### src/rtl/pc_pkg.sv
// +----------------------------------------------------------------------------+
// | pc_pkg : branch-condition encodings shared by the program-counter unit      |
// | Revision: 1.0                                                               |
// +----------------------------------------------------------------------------+
`default_nettype none

package pc_pkg;

  typedef enum logic [1:0] {
    BR_BEQ = 2'd0,
    BR_BNE = 2'd1,
    BR_BLT = 2'd2,
    BR_BGE = 2'd3
  } br_mode_t;

endpackage

`default_nettype wire

### src/rtl/ras_stack.sv
// +----------------------------------------------------------------------------+
// | ras_stack : circular return-address stack with sticky overflow/underflow    |
// | Revision: 1.0                                                               |
// +----------------------------------------------------------------------------+
`default_nettype none

module ras_stack #(
  parameter int PC_W      = 32,
  parameter int RAS_DEPTH = 4
) (
  input  logic                         CLK,
  input  logic                         RESET,
  input  logic                         hold,
  input  logic                         push,
  input  logic                         pop,
  input  logic [PC_W-1:0]              push_data,
  output logic [PC_W-1:0]              top,
  output logic [$clog2(RAS_DEPTH):0]   count,
  output logic                         ovf,
  output logic                         udf
);

  localparam int PTR_W = $clog2(RAS_DEPTH);
  localparam int CNT_W = PTR_W + 1;

  logic [PC_W-1:0]  r_mem [RAS_DEPTH];
  logic [PTR_W-1:0] r_sp;
  logic [CNT_W-1:0] r_count;
  logic             r_ovf;
  logic             r_udf;

  logic [PTR_W-1:0] w_sp_dec;
  logic             w_empty;
  logic             w_full;

  // r_sp is the next free slot; the top entry sits just below it
  assign w_sp_dec = r_sp - PTR_W'(1);
  assign w_empty  = (r_count == '0);
  assign w_full   = (r_count == CNT_W'(RAS_DEPTH));

  assign top   = r_mem[w_sp_dec];
  assign count = r_count;
  assign ovf   = r_ovf;
  assign udf   = r_udf;

  always_ff @(posedge CLK) begin
    if (!RESET && !hold && push) begin
      if (pop && !w_empty)
        r_mem[w_sp_dec] <= push_data;
      else
        r_mem[r_sp] <= push_data;
    end
  end

  always_ff @(posedge CLK) begin
    if (RESET) begin
      r_sp    <= '0;
      r_count <= '0;
      r_ovf   <= 1'b0;
      r_udf   <= 1'b0;
    end else if (!hold) begin
      if (push && pop) begin
        // replacing the top leaves count alone; on empty it degrades to a push
        if (w_empty) begin
          r_sp    <= r_sp + PTR_W'(1);
          r_count <= CNT_W'(1);
          r_udf   <= 1'b1;
        end
      end else if (push) begin
        r_sp <= r_sp + PTR_W'(1);
        if (w_full)
          r_ovf <= 1'b1;
        else
          r_count <= r_count + CNT_W'(1);
      end else if (pop) begin
        if (w_empty) begin
          r_udf <= 1'b1;
        end else begin
          r_sp    <= w_sp_dec;
          r_count <= r_count - CNT_W'(1);
        end
      end
    end
  end

endmodule

`default_nettype wire

### src/rtl/pc_unit_ras.sv
// +----------------------------------------------------------------------------+
// | pc_unit_ras : program counter with branch/jump/call/ret and return stack    |
// | Optional PC_PERF_CNT_EN adds TAKEN_CNT / STALL_CNT counters.   Rev 1.0     |
// +----------------------------------------------------------------------------+
`default_nettype none

module pc_unit_ras
  import pc_pkg::*;
#(
  parameter int              PC_W         = 32,
  parameter int              OFFSET_W     = 8,
  parameter int              RAS_DEPTH    = 4,
  parameter logic [PC_W-1:0] RESET_VECTOR = '0
) (
  input  logic                        CLK,
  input  logic                        RESET,
  input  logic                        BUSYWAIT,
  input  logic                        BRANCH,
  input  logic [1:0]                  BR_MODE,
  input  logic                        ZERO,
  input  logic                        SIGN,
  input  logic                        JUMP,
  input  logic                        CALL,
  input  logic                        RET,
  input  logic [OFFSET_W-1:0]         OFFSET,
  output logic [PC_W-1:0]             PC,
  output logic [PC_W-1:0]             PC_PLUS4,
  output logic [$clog2(RAS_DEPTH):0]  RAS_COUNT,
  output logic                        RAS_OVF,
  output logic                        RAS_UDF
`ifdef PC_PERF_CNT_EN
  ,
  output logic [31:0]                 TAKEN_CNT,
  output logic [31:0]                 STALL_CNT
`endif
);

  logic [PC_W-1:0] r_pc;
  logic [PC_W-1:0] w_pc_plus4;
  logic [PC_W-1:0] w_offset_ext;
  logic [PC_W-1:0] w_target;
  logic [PC_W-1:0] w_ras_top;
  logic [PC_W-1:0] w_next_pc;
  logic            w_cond;
  logic            w_taken;
  br_mode_t        w_mode;

  assign w_mode       = br_mode_t'(BR_MODE);
  assign w_pc_plus4   = r_pc + PC_W'(4);
  assign w_offset_ext = {{(PC_W-OFFSET_W){OFFSET[OFFSET_W-1]}}, OFFSET};
  assign w_target     = w_pc_plus4 + (w_offset_ext << 2);

  always_comb begin
    w_cond = 1'b0;
    case (w_mode)
      BR_BEQ:  w_cond = ZERO;
      BR_BNE:  w_cond = ~ZERO;
      BR_BLT:  w_cond = SIGN;
      BR_BGE:  w_cond = ~SIGN;
      default: w_cond = 1'b0;
    endcase
  end

  assign w_taken = BRANCH & w_cond;

  always_comb begin
    w_next_pc = w_pc_plus4;
    if (RET)
      w_next_pc = (RAS_COUNT == '0) ? RESET_VECTOR : w_ras_top;
    else if (JUMP || CALL)
      w_next_pc = w_target;
    else if (w_taken)
      w_next_pc = w_target;
  end

  always_ff @(posedge CLK) begin
    if (RESET)
      r_pc <= RESET_VECTOR;
    else if (!BUSYWAIT)
      r_pc <= w_next_pc;
  end

  ras_stack #(
    .PC_W      (PC_W),
    .RAS_DEPTH (RAS_DEPTH)
  ) u_ras (
    .CLK       (CLK),
    .RESET     (RESET),
    .hold      (BUSYWAIT),
    .push      (CALL),
    .pop       (RET),
    .push_data (w_pc_plus4),
    .top       (w_ras_top),
    .count     (RAS_COUNT),
    .ovf       (RAS_OVF),
    .udf       (RAS_UDF)
  );

  assign PC       = r_pc;
  assign PC_PLUS4 = w_pc_plus4;

`ifdef PC_PERF_CNT_EN
  logic [31:0] r_taken_cnt;
  logic [31:0] r_stall_cnt;

  // a stalled control-flow change is only counted on the edge it retires
  always_ff @(posedge CLK) begin
    if (RESET) begin
      r_taken_cnt <= '0;
      r_stall_cnt <= '0;
    end else begin
      if (BUSYWAIT) begin
        if (r_stall_cnt != '1)
          r_stall_cnt <= r_stall_cnt + 32'd1;
      end else if (RET || JUMP || CALL || w_taken) begin
        if (r_taken_cnt != '1)
          r_taken_cnt <= r_taken_cnt + 32'd1;
      end
    end
  end

  assign TAKEN_CNT = r_taken_cnt;
  assign STALL_CNT = r_stall_cnt;
`endif

endmodule

`default_nettype wire

### config.mk
export PLATFORM = sky130hd
export DESIGN_NAME = pc_unit_ras
export DESIGN_NICKNAME = d
export VERILOG_FILES = /design/src/rtl/pc_pkg.sv /design/src/rtl/ras_stack.sv /design/src/rtl/pc_unit_ras.sv
export SDC_FILE = /design/constraint.sdc
export NUM_CORES = 1
export LEC_CHECK = 0
export CORE_UTILIZATION = 60
export CTS_CLUSTER_DIAMETER = 120
export DETAILED_ROUTE_END_ITERATION = 10
export PLACE_DENSITY = 0.83
export SLEW_MARGIN = 25
export SYNTH_ARGS = -nofsm -noshare
export SYNTH_HDL_FRONTEND = slang
export SYNTH_SLANG_ARGS = --single-unit
export TNS_END_PERCENT = 10
### constraint.sdc
create_clock -name CLK -period 17.53 [get_ports CLK]
set_input_delay 3.506 -clock CLK [delete_from_list [all_inputs] [get_ports CLK]]
set_output_delay 3.506 -clock CLK [all_outputs]
set_load 0.005 [all_outputs]
==> key figures, run 1 <==
Cells and area
  • Multi-input gate area: 3950 µm²
  • Nets: 875
  • Fillcell total: 971
  • Area grow syn2layout: 18.7%
  • Most frequent cells in the layout: 128 x edfxtp_1, 86 x clkdlybuf4s50_1, 55 x a21oi_1, 53 x nand2_1, 48 x nor2_1
  • Number of antenna diodes: 0
  • Commonest non-fill, non-tap cell in the layout: edfxtp_1
  • FF+latch area: 4630 µm²
  • Share of cells above drive strength 1: 13.5%
  • Final instance count without filler cells: 1,011

Setup path
  • Setup crit start: PC[10]
  • Reg2Reg Setup Slack: 12.99 ns
  • CP Class: flop to output pin
  • R2R Path Start: PC[3]
  • Kind of end point of the critical path: output pin
  • FF-to-FF End: PC[31]
  • Crit path arrival time: 3.59 ns
  • End of the critical path: PC_PLUS4[31]
  • Req. time, crit path: 14.02 ns
  • Worst reg2reg path depth: 15
  • CP Launch Type: flop
  • Crit-path max FO: 6

Yosys
  • Cells after synthesis: 732
  • Synth top area share: 43.5%
  • Main combinational cell family by area after synthesis: compound AO/OA/AOI/OAI gates
  • Adder-cell share of the synthesized area: 5.56%
  • Post-synth EDFFs: 128
  • Post-synthesis compound-gate area fraction: 13.6%
  • Xor and xnor area share after synthesis: 5.64%
  • Simple-gate share of the synthesized area: 10.9%
  • Ys Warns: 0
  • Top cells by area, synth: edfxtp_1 44%, dfxtp_1 8.8%, mux4_2 8.2%
  • Unique cell type count in the Yosys netlist: 66
  • Sequential area share after synthesis: 52.4%
  • Post-synthesis mux area share: 8.73%
  • Largest area contributor in the synthesized netlist: edfxtp_1
  • Avg Cell Area, Syn: 12.1 µm²
  • Syn Nets: 789
  • Register bit total from synthesis: 167
  • Asr flop ratio synth: 0%
  • Synthesized area: 8830 µm²
  • Ys flop type: edfxtp_1

Routing
  • Routed len/inst: 22.0 µm
  • DRT Pass-1 Iters: 5
  • Iteration-0 DRC Markers: 613
  • Via density: 6.53
  • Vias: 6,597
  • Drt drc: 0
  • Routed wire length: 22,300 µm
  • Routed Antenna Nets: 0

Outcome
  • Status: completed

Timing
  • FMAX: 141 MHz
  • Post-layout min period: 7.09 ns
  • Worst setup margin: 10.44 ns
  • Setup TNS: 0 ns
  • Setup violators final: 0
  • RSZ-0062 raised after global routing: no
  • Final hold slack: 0.493 ns
  • Slew Limit Fails: 0
  • Clk_skew: 0.00892 ns
  • Crit share post-route: 40.5%
  • Worst Max-Slew Pin Slew: 0.912 ns
  • Rel. slew slack: 38.7%
  • Fin. Hold Viols: 0

Clock network
  • CTS Buf Count: 17
  • Clock Tree Buf Depth: 2
  • CTS tree: built
  • Hold-fix buffers, CTS: 0
  • CTS root buf: clkbuf_16
  • CTS H-tree lvls: 4
  • CTS Sinks: 167
  • CTS clock-pin slew for the worst setup and hold paths: 0.06 ns
  • Post-cts sizing count: 0
  • Worst skew pair latency: 0.44 ns
  • Setup Buffers After CTS: 0

Global route
  • Gr usage total: 30.5%
  • Pin count of the biggest net entering global routing: 55
  • Initial antenna violation count: 0
  • Gr ovfl total: 0
  • Vias in the first global route: 6,380
  • First-pass GRT wire length: 33,800 µm

Die
  • # IOs: 88
  • Starting Density: 62.6%
  • Die Ht: 123 µm
  • Rows: 43
  • Core area: 14,100 µm²
  • Full die area: 15,200 µm²
  • Die X: 123 µm

Place
  • Post-DP HPWL: 14,900 µm
  • Placed insts: 979
  • Port Buffer Count: 87
  • RD Place Congestion: 0.902
  • Worst slack, placed: 10.79 ns

Hold path
  • Worst hold path class: flop to flop
  • WHS Path Cells: 2

Power
  • Leakage: 3.64 nW
  • Tot Pwr: 1.04 mW
  • Pwr Density: 99.6 nW/µm²
  • Worst vdd ir: 0.0732 mV

Run
  • Number of max-cap violations: 0
==> critical path, stage by stage, from the launching register on <==
cell             delay, ns
dfxtp_1               0.44
and4_1                0.28
and2_1                0.19
nand4_1               0.36
nor2_2                0.27
and2_1                0.30
nand4_1               0.18
xnor2_1               0.52
clkdlybuf4s50_1       0.61
==> layer usage <==
metal	global-route usage, %	share of wire, %	vias up
met5	0	0	-
met4	11.5	1.9	0
met3	6.96	8.4	41
met2	47.7	47	320
met1	41.8	43	3252
li1	-	-	2984
==> layout make-up <==
type / instances / area share, %
Sequential cell: 167 / 44.2
Clock inverter: 13 / 1.17
Clock buffer: 19 / 4.23
Multi-Input combinational cell: 496 / 37.7
Timing Repair Buffer: 104 / 9.48
Inverter: 32 / 1.15
Tap cell: 180 / 2.15
==> cell families after synthesis <==
family                     after synthesis
and+or+nand+nor                        193
adders and majority gates               38
xor gates and xnor gates                56
muxes                                   37
buffers and inverters                   69
DFF                                    167
AOI/OAI and AO/OA                      172
==> sequential cells by signal, summed over array words and instances, names as in the netlist <==
| register | flops |
|---|---|
| u_ras.udf | 1 |
| u_ras.ovf | 1 |
| u_ras.count | 3 |
| PC | 32 |
| u_ras.r_mem | 128 |
| u_ras.r_sp | 2 |
==> where the power goes <==
group	switching [mW]	internal, mW
clock	0.158	0.200
sequential	0.0134	0.446
combinational	0.125	0.101
total	0.296	0.747
==> worst min-delay path by stage <==
| stage | slack [ns] | startpoint | endpoint |
|---|---|---|---|
| global placement | 0.47 | u_ras.ovf | u_ras.ovf |
| finish | 0.49 | u_ras.udf | u_ras.udf |
| detailed placement | 0.48 | u_ras.ovf | u_ras.ovf |
| global route | 0.51 | u_ras.ovf | u_ras.ovf |
| floorplan | 0.46 | u_ras.udf | u_ras.udf |
| CTS | 0.49 | u_ras.ovf | u_ras.ovf |
==> cells in the mapped netlist, drive strengths merged, types with 2 or more instances <==
cell type / number
edfxtp: 128
nor3b: 2
ha: 36
nor4: 6
o21a: 5
o211ai: 5
a22oi: 3
fa: 2
a211o: 3
o21ai: 21
a311oi: 2
mux2i: 5
nand2b: 3
a21o: 9
mux4: 32
or4: 2
a21oi: 57
inv: 32
a221oi: 31
or3: 6
and4: 5
clkbuf: 24
o2111ai: 2
a31oi: 4
nand2: 55
o22ai: 5
a211oi: 9
buf: 13
a21boi: 3
nand4: 12
nor3: 16
xnor2: 40
o21bai: 5
nand3: 15
a31o: 2
and3: 3
nand3b: 2
nor2: 53
dfxtp: 39
nor2b: 5
and2: 6
xor2: 16
==> stage by stage <==
stage / util (%) / cell area [µm²]
finish: 74.3 / 10500
global route: 74.3 / 10500
CTS: 74.3 / 10500
detailed placement: 70.3 / 9910
global placement: 70.3 / 9910
floorplan: - / 8830
(Power assumes the default switching activity.)
==> run 2: changes to the inputs <==
--- a/config.mk
+++ b/config.mk
@@ -5,10 +5,10 @@
 export SDC_FILE = /design/constraint.sdc
 export NUM_CORES = 1
 export LEC_CHECK = 0
-export CORE_UTILIZATION = 60
+export CORE_UTILIZATION = 52
 export CTS_CLUSTER_DIAMETER = 120
 export DETAILED_ROUTE_END_ITERATION = 10
-export PLACE_DENSITY = 0.83
+export PLACE_DENSITY = 0.77
 export SLEW_MARGIN = 25
 export SYNTH_ARGS = -nofsm -noshare
 export SYNTH_HDL_FRONTEND = slang
==> constraint.sdc (replaced) <==
create_clock -name CLK -period 6.3 [get_ports CLK]
set_input_delay 1.26 -clock CLK [delete_from_list [all_inputs] [get_ports CLK]]
set_output_delay 1.26 -clock CLK [all_outputs]
set_load 0.005 [all_outputs]
==> key figures, run 2 (synthesis gave the netlist of run 1 again) <==
Outcome
  • Status: completed

Global route
  • Pin count of the biggest net entering global routing: 55
  • First-pass GRT wire length: 35,000 µm
  • Vias in the first global route: 6,358
  • Initial antenna violation count: 0
  • Gr usage total: 26.3%
  • Gr ovfl total: 0

Routing
  • DRT Pass-1 Iters: 7
  • Routed wire length: 22,300 µm
  • Routed Antenna Nets: 0
  • Routed len/inst: 21.3 µm
  • Iteration-0 DRC Markers: 463
  • Vias: 6,535
  • Drt drc: 0
  • Via density: 6.25

Place
  • Port Buffer Count: 87
  • RD Place Congestion: 0.882
  • Post-DP HPWL: 14,800 µm
  • Worst slack, placed: 1.52 ns

Run
  • Number of max-cap violations: 0

Setup path
  • Crit path arrival time: 3.69 ns
  • CP Launch Type: flop
  • Kind of end point of the critical path: output pin
  • Crit-path max FO: 8
  • CP Class: flop to output pin
  • Req. time, crit path: 5.04 ns

Power
  • Leakage: 3.64 nW
  • Pwr Density: 276 nW/µm²
  • Worst vdd ir: 0.192 mV
  • Tot Pwr: 2.91 mW

Die
  • Core area: 16,600 µm²
  • Starting Density: 53.2%
  • Die X: 132 µm
  • # IOs: 88
  • Die Ht: 132 µm
  • Rows: 47
  • Full die area: 17,500 µm²

Timing
  • Worst Max-Slew Pin Slew: 0.934 ns
  • Setup TNS: 0 ns
  • FMAX: 202 MHz
  • Clk_skew: 0.0133 ns
  • Setup violators final: 0
  • Worst setup margin: 1.35 ns
  • Crit share post-route: 78.6%
  • Post-layout min period: 4.95 ns
  • Slew Limit Fails: 0
  • RSZ-0062 raised after global routing: no
  • Rel. slew slack: 37.3%
  • Fin. Hold Viols: 0

Cells and area
  • Number of antenna diodes: 0
  • Fillcell total: 1,268
  • Area grow syn2layout: 19.3%
  • Share of cells above drive strength 1: 13.0%
  • Most flops, register: u_ras.r_mem
  • Largest register FFs: 128
  • Most frequent cells in the layout: 128 x edfxtp_1, 86 x clkdlybuf4s50_1, 55 x a21oi_1, 53 x nand2_1, 47 x nor2_1
  • Commonest non-fill, non-tap cell in the layout: edfxtp_1
  • Nets: 870

Clock network
  • Clock Tree Buf Depth: 2
  • CTS Buf Count: 17
  • Setup Buffers After CTS: 0
  • Hold-fix buffers, CTS: 0
  • CTS tree: built
  • CTS Sinks: 167
  • CTS H-tree lvls: 4
  • Post-cts sizing count: 0
  • CTS root buf: clkbuf_16
  • CTS clock-pin slew for the worst setup and hold paths: 0.07 ns
  • Worst skew pair latency: 0.43 ns

Hold path
  • Worst hold path class: flop to flop
run 2: cell types whose count changed in the layout (fill, tap and decap cells not counted), sizes merged:
cell / before / now
clkinvlp: 3 / 1
inv: 35 / 37
buf: 18 / 13
run 2: layer usage:
layer / vias to the layer above / track usage [%] / routed length [µm] / part of all wire [%]
li1: 2954 / - / - / -
met5: - / 0 / 0 / 0
met2: 289 / 42.7 / 10700 / 48
met4: 0 / 9.00 / 338 / 1.5
met3: 33 / 3.54 / 1340 / 6.0
met1: 3259 / 36.5 / 9900 / 44
run 2: power breakdown:
group	switching, mW	total, mW	internal, mW
combinational	0.345	0.625	0.280
sequential	0.0358	1.28	1.24
clock	0.444	1.00	0.560
total	0.825	2.91	2.08
run 2: worst max-delay path, stage by stage, from the launching register on:
cell and delay (ns):
dfxtp_1 0.47, and4_1 0.29, and2_1 0.20, nand4_1 0.36, nor2_2 0.29, and2_1 0.32
nand2_1 0.11, xnor2_1 0.59, clkdlybuf4s50_1 0.64
run 2: cell type report:
| type | instances | area (µm²) | share of cell area [%] |
|---|---|---|---|
| clock buffer | 19 | 443 | 4.21 |
| inverter | 32 | 120 | 1.14 |
| tap | 220 | 275 | 2.61 |
| multi-input combinational | 496 | 3960 | 37.6 |
| clock inverter | 13 | 120 | 1.14 |
| sequential | 167 | 4630 | 43.9 |
| timing repair buffer | 99 | 991 | 9.41 |
run 2: path summary, 6_finish.rpt:
| kind | slack [ns] | from | endpoint | depth (start not counted) |
|---|---|---|---|---|
| worst min-delay path | 0.47 | u_ras.udf | u_ras.udf | 2 |
| worst min register to register | 0.47 | u_ras.udf | u_ras.udf | 2 |
| worst max-delay path | 1.35 | PC[10] | PC_PLUS4[25] | 8 |
| worst max register to register | 1.58 | PC[10] | PC[31] | 17 |
run 2: through the flow:
step,utilization [%],cell area (µm²),hold slack [ns],std cells
global route,63.5,10500,0.512,1046
global placement,59.9,9940,0.454,1013
floorplan,-,8830,0.461,732
finish,63.5,10500,0.472,1046
detailed placement,60.1,9970,0.466,1014
CTS,63.5,10500,0.482,1046
